File: config.mk
export PLATFORM = sky130hd
export DESIGN_NAME = sp_ram_arbiter
export DESIGN_NICKNAME = d
export VERILOG_FILES = /design/src/rtl/sp_ram_pkg.sv /design/src/rtl/sp_ram_core.sv /design/src/rtl/sp_ram_arbiter.sv
export SDC_FILE = /design/constraint.sdc
export NUM_CORES = 1
export LEC_CHECK = 0
export ABC_CLOCK_PERIOD_IN_PS = 6550
export CORE_AREA = 10 10 245 247
export DETAILED_ROUTE_END_ITERATION = 10
export DIE_AREA = 0 0 255 257
export GPL_ROUTABILITY_DRIVEN = 0
export PLACE_DENSITY = 0.65
export SETUP_SLACK_MARGIN = 0.4
export SLEW_MARGIN = 10
export SYNTH_ARGS = -nofsm -noshare
export SYNTH_HDL_FRONTEND = slang
export SYNTH_SLANG_ARGS = --single-unit
export TNS_END_PERCENT = 10
File: constraint.sdc
create_clock -name clk -period 6.55 [get_ports clk]
set_input_delay 0.9825 -clock clk [delete_from_list [all_inputs] [get_ports clk]]
set_output_delay 0.9825 -clock clk [all_outputs]
set_load 0.01 [all_outputs]
File: src/rtl/sp_ram_pkg.sv
// Shared defaults and the read-data owner encoding for the shared-RAM arbiter.
package sp_ram_pkg;

  localparam int DEF_DATA_W = 8;
  localparam int DEF_ADDR_W = 6;
  localparam int DEF_CNT_W  = 16;

  // Owner of the read data currently on the RAM output, and of the most recent grant.
  typedef enum logic [1:0] {
    OWN_NONE = 2'd0,
    OWN_A    = 2'd1,
    OWN_B    = 2'd2
  } owner_e;

endpackage

File: src/rtl/sp_ram_core.sv
// Single-port RAM: synchronous write, registered read address, one access per cycle.
module sp_ram_core #(
  parameter int DATA_W = 8,
  parameter int ADDR_W = 6
) (
  input  logic              clk,
  input  logic              en,
  input  logic              we,
  input  logic [ADDR_W-1:0] addr,
  input  logic [DATA_W-1:0] wdata,
  output logic [DATA_W-1:0] rdata
);

  localparam int DEPTH = 2 ** ADDR_W;

  logic [DATA_W-1:0] mem [DEPTH];
  logic [ADDR_W-1:0] raddr_reg;

  // Write port: storage is never reset, so contents survive the arbiter's reset.
  always_ff @(posedge clk) begin
    if (en && we) begin
      mem[addr] <= wdata;
    end
  end

  // Read address register loads only on a granted read; otherwise it holds.
  always_ff @(posedge clk) begin
    if (en && !we) begin
      raddr_reg <= addr;
    end
  end

  // Reading through the registered address makes a write on the previous
  // edge visible to a read granted right after it.
  assign rdata = mem[raddr_reg];

endmodule

File: src/rtl/sp_ram_arbiter.sv
// Two-port round-robin (or fixed-priority) arbiter in front of one shared single-port RAM.
module sp_ram_arbiter
  import sp_ram_pkg::*;
#(
  parameter int DATA_W     = DEF_DATA_W,
  parameter int ADDR_W     = DEF_ADDR_W,
  parameter int FIXED_PRIO = 0,
  parameter int CNT_W      = DEF_CNT_W
) (
  input  logic              clk,
  input  logic              rst,
  input  logic              a_req,
  input  logic              a_we,
  input  logic [ADDR_W-1:0] a_addr,
  input  logic [DATA_W-1:0] a_wdata,
  output logic              a_gnt,
  output logic              a_rvalid,
  output logic [DATA_W-1:0] a_rdata,
  input  logic              b_req,
  input  logic              b_we,
  input  logic [ADDR_W-1:0] b_addr,
  input  logic [DATA_W-1:0] b_wdata,
  output logic              b_gnt,
  output logic              b_rvalid,
  output logic [DATA_W-1:0] b_rdata,
  output logic [CNT_W-1:0]  conflicts
);

  owner_e            last_gnt_reg, last_gnt_next;
  owner_e            rd_owner_reg, rd_owner_next;
  logic [CNT_W-1:0]  conflicts_reg;
  logic              a_win, b_win;
  logic              ram_en, ram_we;
  logic [ADDR_W-1:0] ram_addr;
  logic [DATA_W-1:0] ram_wdata, ram_rdata;
  logic [1:0]        rvalid_vec;

  // Grant decision: a lone requester wins; on a tie the port that did not win
  // last time goes first (or A always, in fixed-priority mode). Nothing during reset.
  always_comb begin
    a_win = 1'b0;
    b_win = 1'b0;
    if (!rst) begin
      if (a_req && b_req) begin
        if (FIXED_PRIO != 0 || last_gnt_reg == OWN_B) a_win = 1'b1;
        else                                          b_win = 1'b1;
      end else begin
        a_win = a_req;
        b_win = b_req;
      end
    end
  end

  // Next values for the last-winner and read-owner registers.
  always_comb begin
    last_gnt_next = last_gnt_reg;
    rd_owner_next = OWN_NONE;
    if (a_win) begin
      last_gnt_next = OWN_A;
      if (!a_we) rd_owner_next = OWN_A;
    end else if (b_win) begin
      last_gnt_next = OWN_B;
      if (!b_we) rd_owner_next = OWN_B;
    end
  end

  // Arbitration state; last winner resets to B so A takes the first tie.
  always_ff @(posedge clk) begin
    if (rst) begin
      last_gnt_reg <= OWN_B;
      rd_owner_reg <= OWN_NONE;
    end else begin
      last_gnt_reg <= last_gnt_next;
      rd_owner_reg <= rd_owner_next;
    end
  end

  // Saturating count of cycles where both ports asked at once.
  always_ff @(posedge clk) begin
    if (rst) begin
      conflicts_reg <= '0;
    end else if (a_req && b_req && conflicts_reg != '1) begin
      conflicts_reg <= conflicts_reg + CNT_W'(1);
    end
  end

  // Route the winning port's fields to the RAM; only one port can win.
  always_comb begin
    ram_en    = a_win || b_win;
    ram_we    = a_win ? a_we    : b_we;
    ram_addr  = a_win ? a_addr  : b_addr;
    ram_wdata = a_win ? a_wdata : b_wdata;
  end

  sp_ram_core #(
    .DATA_W (DATA_W),
    .ADDR_W (ADDR_W)
  ) u_core (
    .clk   (clk),
    .en    (ram_en),
    .we    (ram_we),
    .addr  (ram_addr),
    .wdata (ram_wdata),
    .rdata (ram_rdata)
  );

  // Per-port rvalid from the owner tag; forced low while reset is asserted so a
  // read granted just before reset never reports data.
  for (genvar gi = 0; gi < 2; gi++) begin : g_rvalid
    assign rvalid_vec[gi] = !rst && (rd_owner_reg == ((gi == 0) ? OWN_A : OWN_B));
  end

  assign a_gnt     = a_win;
  assign b_gnt     = b_win;
  assign a_rvalid  = rvalid_vec[0];
  assign b_rvalid  = rvalid_vec[1];
  assign a_rdata   = ram_rdata;
  assign b_rdata   = ram_rdata;
  assign conflicts = conflicts_reg;

endmodule
---- After elaboration in Yosys (flattened, before gate mapping) ----
Memories as Yosys holds them, arrays and structs flattened. A register that Yosys moved wholly into a read port is not among the register bits.
Cells that the tools add are included.
word-level totals
  flip-flop bits (word level) ............. 26
  RAM bits ................................ 512
  input port bits ......................... 34
  output and inout port bits .............. 36
  memories kept ........................... 1
memory list
  name        words  width  read ports  clocked after memory_dff  wr ports  line               text
  u_core.mem  64     8      1           1                         1         sp_ram_core.sv:16  logic [DATA_W-1:0] mem [DEPTH];
operators by class
  add/subtract/negate cells ............... 1
  equal/unequal tests ..................... 4
  multiplexer cells ....................... 18
  reductions and logical operators ........ 10
operator list
  operator                                                         count
  16-bit by 1-bit adder with 16-bit output, second input constant  1
  16-bit inequality test, second input constant                    1
  6-bit two-way mux                                                2
  1-bit two-way mux                                                10
  2-bit two-way mux                                                5
  8-bit two-way mux                                                1
  1-bit logical AND                                                6
  2-bit == test, second input constant                             2
  2-bit by 1-bit == test with 1-bit output, second input constant  1
  1-bit logical NOT                                                2
  2-bit nonzero test                                               1
  1-bit logical OR                                                 1

---- Logic depth before layout (Yosys ltp) ----
  depth in word-level cells ............... 8
  gate-level depth with buffers ........... 10

---- Hierarchy ----
A second synthesis with hierarchy kept.
unflattened totals
  cell total of the unflattened synthesis .. 1073
  area, all modules ....................... 21476.8 sq um
modules (own cells, without submodules)
  module          instances  cells an instance  area each (sq um)
  sp_ram_core     1          931                20251.9
  sp_ram_arbiter  1          142                1224.9

---- Worst setup path after synthesis ----
OpenSTA, ideal clock, no wires.
  path type ............................... input port to flip-flop
  start ................................... input b_req
  end ..................................... memory u_core.mem[0][0] (data pin)
  setup time .............................. 0.355 ns
  data arrival time ....................... 2.684 ns
  path slack .............................. 3.511 ns
  stages .................................. 6
  path buffers ............................ 2
  path through ............................ inv_2 -> o211ai_4 -> buf_2 -> buf_4 -> nand2_1 -> nand2_1
on the way
  word-level cells in the longest chain between the ends .. 4
ends and longest elaborated chain
  item               line                  text
  from (decl)        sp_ram_arbiter.sv:19  input logic b_req,
  1-bit logical AND  sp_ram_arbiter.sv:44  if (a_req && b_req) begin
  1-bit two-way mux  sp_ram_arbiter.sv:44
  1-bit two-way mux  sp_ram_arbiter.sv:43  if (!rst) begin
  8-bit two-way mux  sp_ram_arbiter.sv:92  ram_wdata = a_win ? a_wdata : b_wdata;
  net ram_wdata[0]   sp_ram_arbiter.sv:35  logic [DATA_W-1:0] ram_wdata, ram_rdata;
  to (decl)          sp_ram_core.sv:16
The timed path passes the listed nets, and every way through them passes these cells.

==> reports/metrics.cfg <==
[critical_path]
critPathLaunchType = flip-flop
cp-end-kind = primary output
crit_top_cell = nor2_1
cp.arrival_ns = 4.05
path_cells = buf_4 -> mux4_2 -> nor2_1 -> nor2_1 -> o21ai_0 -> o31ai_1 -> clkdlybuf4s50_1
cp_top_family = buffers and inverters
crit_slowest_cell = dfxtp_4
critPathMaxFanout = 47
cpPeakStageDelay_ns = 0.96
required_ns = 5.57
worst-setup-path-type = flip-flop to primary output
path_buf_inv = 2

[yosys]
syn-num-nets = 1174
yosys.area_share.simple = 0.05812
synth_cell_types = 60
synth_top_family_by_area = multiplexers
synth.top_cells.by_area = edfxtp_1, mux4_2, dfxtp_1
syn_avg_cell_area_um2 = 19.17
yosysWarnings = 0
muxShareOfSynthArea = 0.1488
yosysMostFrequentCell = edfxtp_1
synthAdderAreaFrac = 0.0005731
synth_top_area_share = 0.7125
synth_xor_area_frac = 0.006018
synth-edff-count = 518
ys_seq_elements = 544
synth_compound_area_frac = 0.02785
netlist_top_cells_count = edfxtp_1, mux4_2, nor2_1
ys_seq_area_frac = 0.7364
ys.flop_type = edfxtp_1
netlist_area_mm2 = 0.02183
syn_inst = 1139
yosysTopAreaCell = edfxtp_1
async_flop_share = 0

[clock_network]
cts_tree = built
cts.clk_slew.worst_paths_ns = 0.06
clock_latency_ns = 0.60
post-cts-setup-buffers = 0
cts_made_buffers = 53
cts_hold_buf = 0
cts_resized = 0
clock_path_buffers = 3
cts.sinks = 544
root_buffer = clkbuf_16
h-tree-depth = 2

[die]
core_region_area_mm2 = 0.05488
placement_rows = 86
die_x_um = 255
initial_core_util = 0.3978
ios = 70
chipHeight_um = 257
dieArea_mm2 = 0.06554

[power]
vdd_ir_drop_max_mv = 0.1876
finalPower_mw = 7.859
clkPwrFrac = 0.421
seqPwrFrac = 0.496
power_switching_share = 0.2219
internal-power_mw = 6.115
combPwrFrac = 0.083
switchingPower_mw = 1.744
power.leakage_nw = 7.940
p_per_area_mw_per_mm2 = 313.2

[layout]
fillers = 4577
largest_reg_flops = 512
post-route-util = 0.4572
layout-drive-gt1-share = 0.1973
final_cells = 1972
nets = 1258
area_growth_syn_to_layout_pct = 14.94

[global_routing]
grt_pass1_vias = 11240
grtUsageMet1 = 0.2092
met3_usage = 0.02933
grt_overflow = 0
use_met2 = 0.2291
grt_pass1_wl_mm = 73.27
grt_max_degree = 65
grtUsageTotal = 0.1484
antenna_found_initial = 1
busiest_layer = met2

[sta]
setup_ws_ns = 1.513
fin_skew_ns = 0.01321
period_share = 0.7690
fmax_mhz = 198.5
fin_setup_tns_ns = 0
period_needed_ns = 5.037
worst_pin_slew_ns = 0.9513
finalSetupViolCount = 0
timing_hold_violations_final = 0
slew_violations = 0
rsz0062_at_grt = no
slew_headroom = 0.3627

[place]
dp_cells = 1872
dpl.hpwl_mm = 29.50
post-place-ws_ns = 1.806
port_buffers = 69

[routing]
drt_iter0_markers = 1183
vias_per_cell = 5.609
routed_wl_mm = 48.94
firstDrtPassIters = 5
wl_per_cell_um = 24.82
ant_nets = 0
num_vias = 11060
remaining_drc_errors = 0

[run]
cap_violations = 0

[outcome]
status = finished clean

[hold_path]
hold_class = flip-flop to flip-flop

==> metal layers <==
layer / share of wire / routed length [µm] / vias to the layer above
li1: - / - / 4810
met1: 0.44 / 21450 / 5723
met2: 0.47 / 23020 / 444
met3: 0.069 / 3393 / 81
met4: 0.022 / 1073 / 2
met5: 0.00027 / 13 / -
==> metrics by stage <==
step                      hold slack [ns]  instance area [µm²]
after floorplan                    0.4478                21830
after global placement             0.4586                23180
after global routing               0.4958                25090
after CTS                          0.4781                25090
after detailed placement           0.4647                23180
final                              0.4761                25090
==> power groups by stage <==
stage / sequential, mW / combinational, mW / clock, mW
2_1_floorplan: 3.95 / 0.442 / 0
3_3_place_gp: 3.98 / 0.651 / 0
3_5_place_dp: 3.98 / 0.660 / 0
4_1_cts: 3.90 / 0.661 / 3.35
5_1_grt: 3.90 / 0.696 / 3.49
6_report: 3.90 / 0.652 / 3.31
==> layout by cell type, fill, tap and decap left out, types with 6 or more instances in the layout <==
master and instances:
edfxtp_1 518, mux4_2 107, nor2_1 103, clkdlybuf4s50_1 69, nand2_1 61, clkbuf_16 53, mux2i_1 28, o22ai_1 25
dfxtp_1 23, nand3_1 22, mux4_1 17, buf_4 17, o21ai_0 14, nor3_1 14, nand4_1 13, bufinv_16 12
inv_1 11, xnor2_1 10, nor2b_1 9, clkinv_1 9, a211oi_1 8, o31ai_1 8, nand2_2 8, a21oi_1 7
clkinv_4 7, nand2b_1 6, mux2_2 6, clkinvlp_4 6
==> logic make-up after synthesis <==
group | count (synthesis)
multiplexers | 160
buffers and inverters | 73
flip-flops | 544
adder cells (fa/ha/maj) | 1
XOR/XNOR | 15
AND/OR/NAND/NOR | 261
AO/OA/AOI/OAI | 85
==> worst reg2reg max path, stage by stage (launching register included) <==
cell and delay (ns):
dfxtp_1 0.39, nor2b_4 0.07, o211ai_4 0.75, mux2i_4 0.61, nand3_1 0.42, nor2_1 0.68
==> area by class of cell <==
class	count	area (µm²)	share of cell area
Antenna cell	1	2.502	0.00009973
Clock inverter	42	551.8	0.02199
Tap cell	704	880.8	0.03511
Timing Repair Buffer	88	858.3	0.03421
Inverter	14	62.56	0.002493
Clock buffer	57	1361	0.05425
Multi-Input combinational cell	522	5290	0.2108
Sequential cell	544	16080	0.6410
==> path summary, 6_finish.rpt <==
kind / from / to / slack [ns] / depth (start not counted)
worst max-delay path: flip-flop / a_rdata[3] / 1.51 / 7
worst min-delay path: u_core.raddr_reg[0]$_DFFE_PP_ / flip-flop / 0.48 / 1
worst max register to register: last_gnt_reg[0]$_SDFFE_PP0P_ / u_core.mem[0][7]$_DFFE_PP_ / 3.26 / 5
worst min register to register: u_core.raddr_reg[0]$_DFFE_PP_ / flip-flop / 0.48 / 1
No activity file was read; power rests on OpenSTA's default activity.
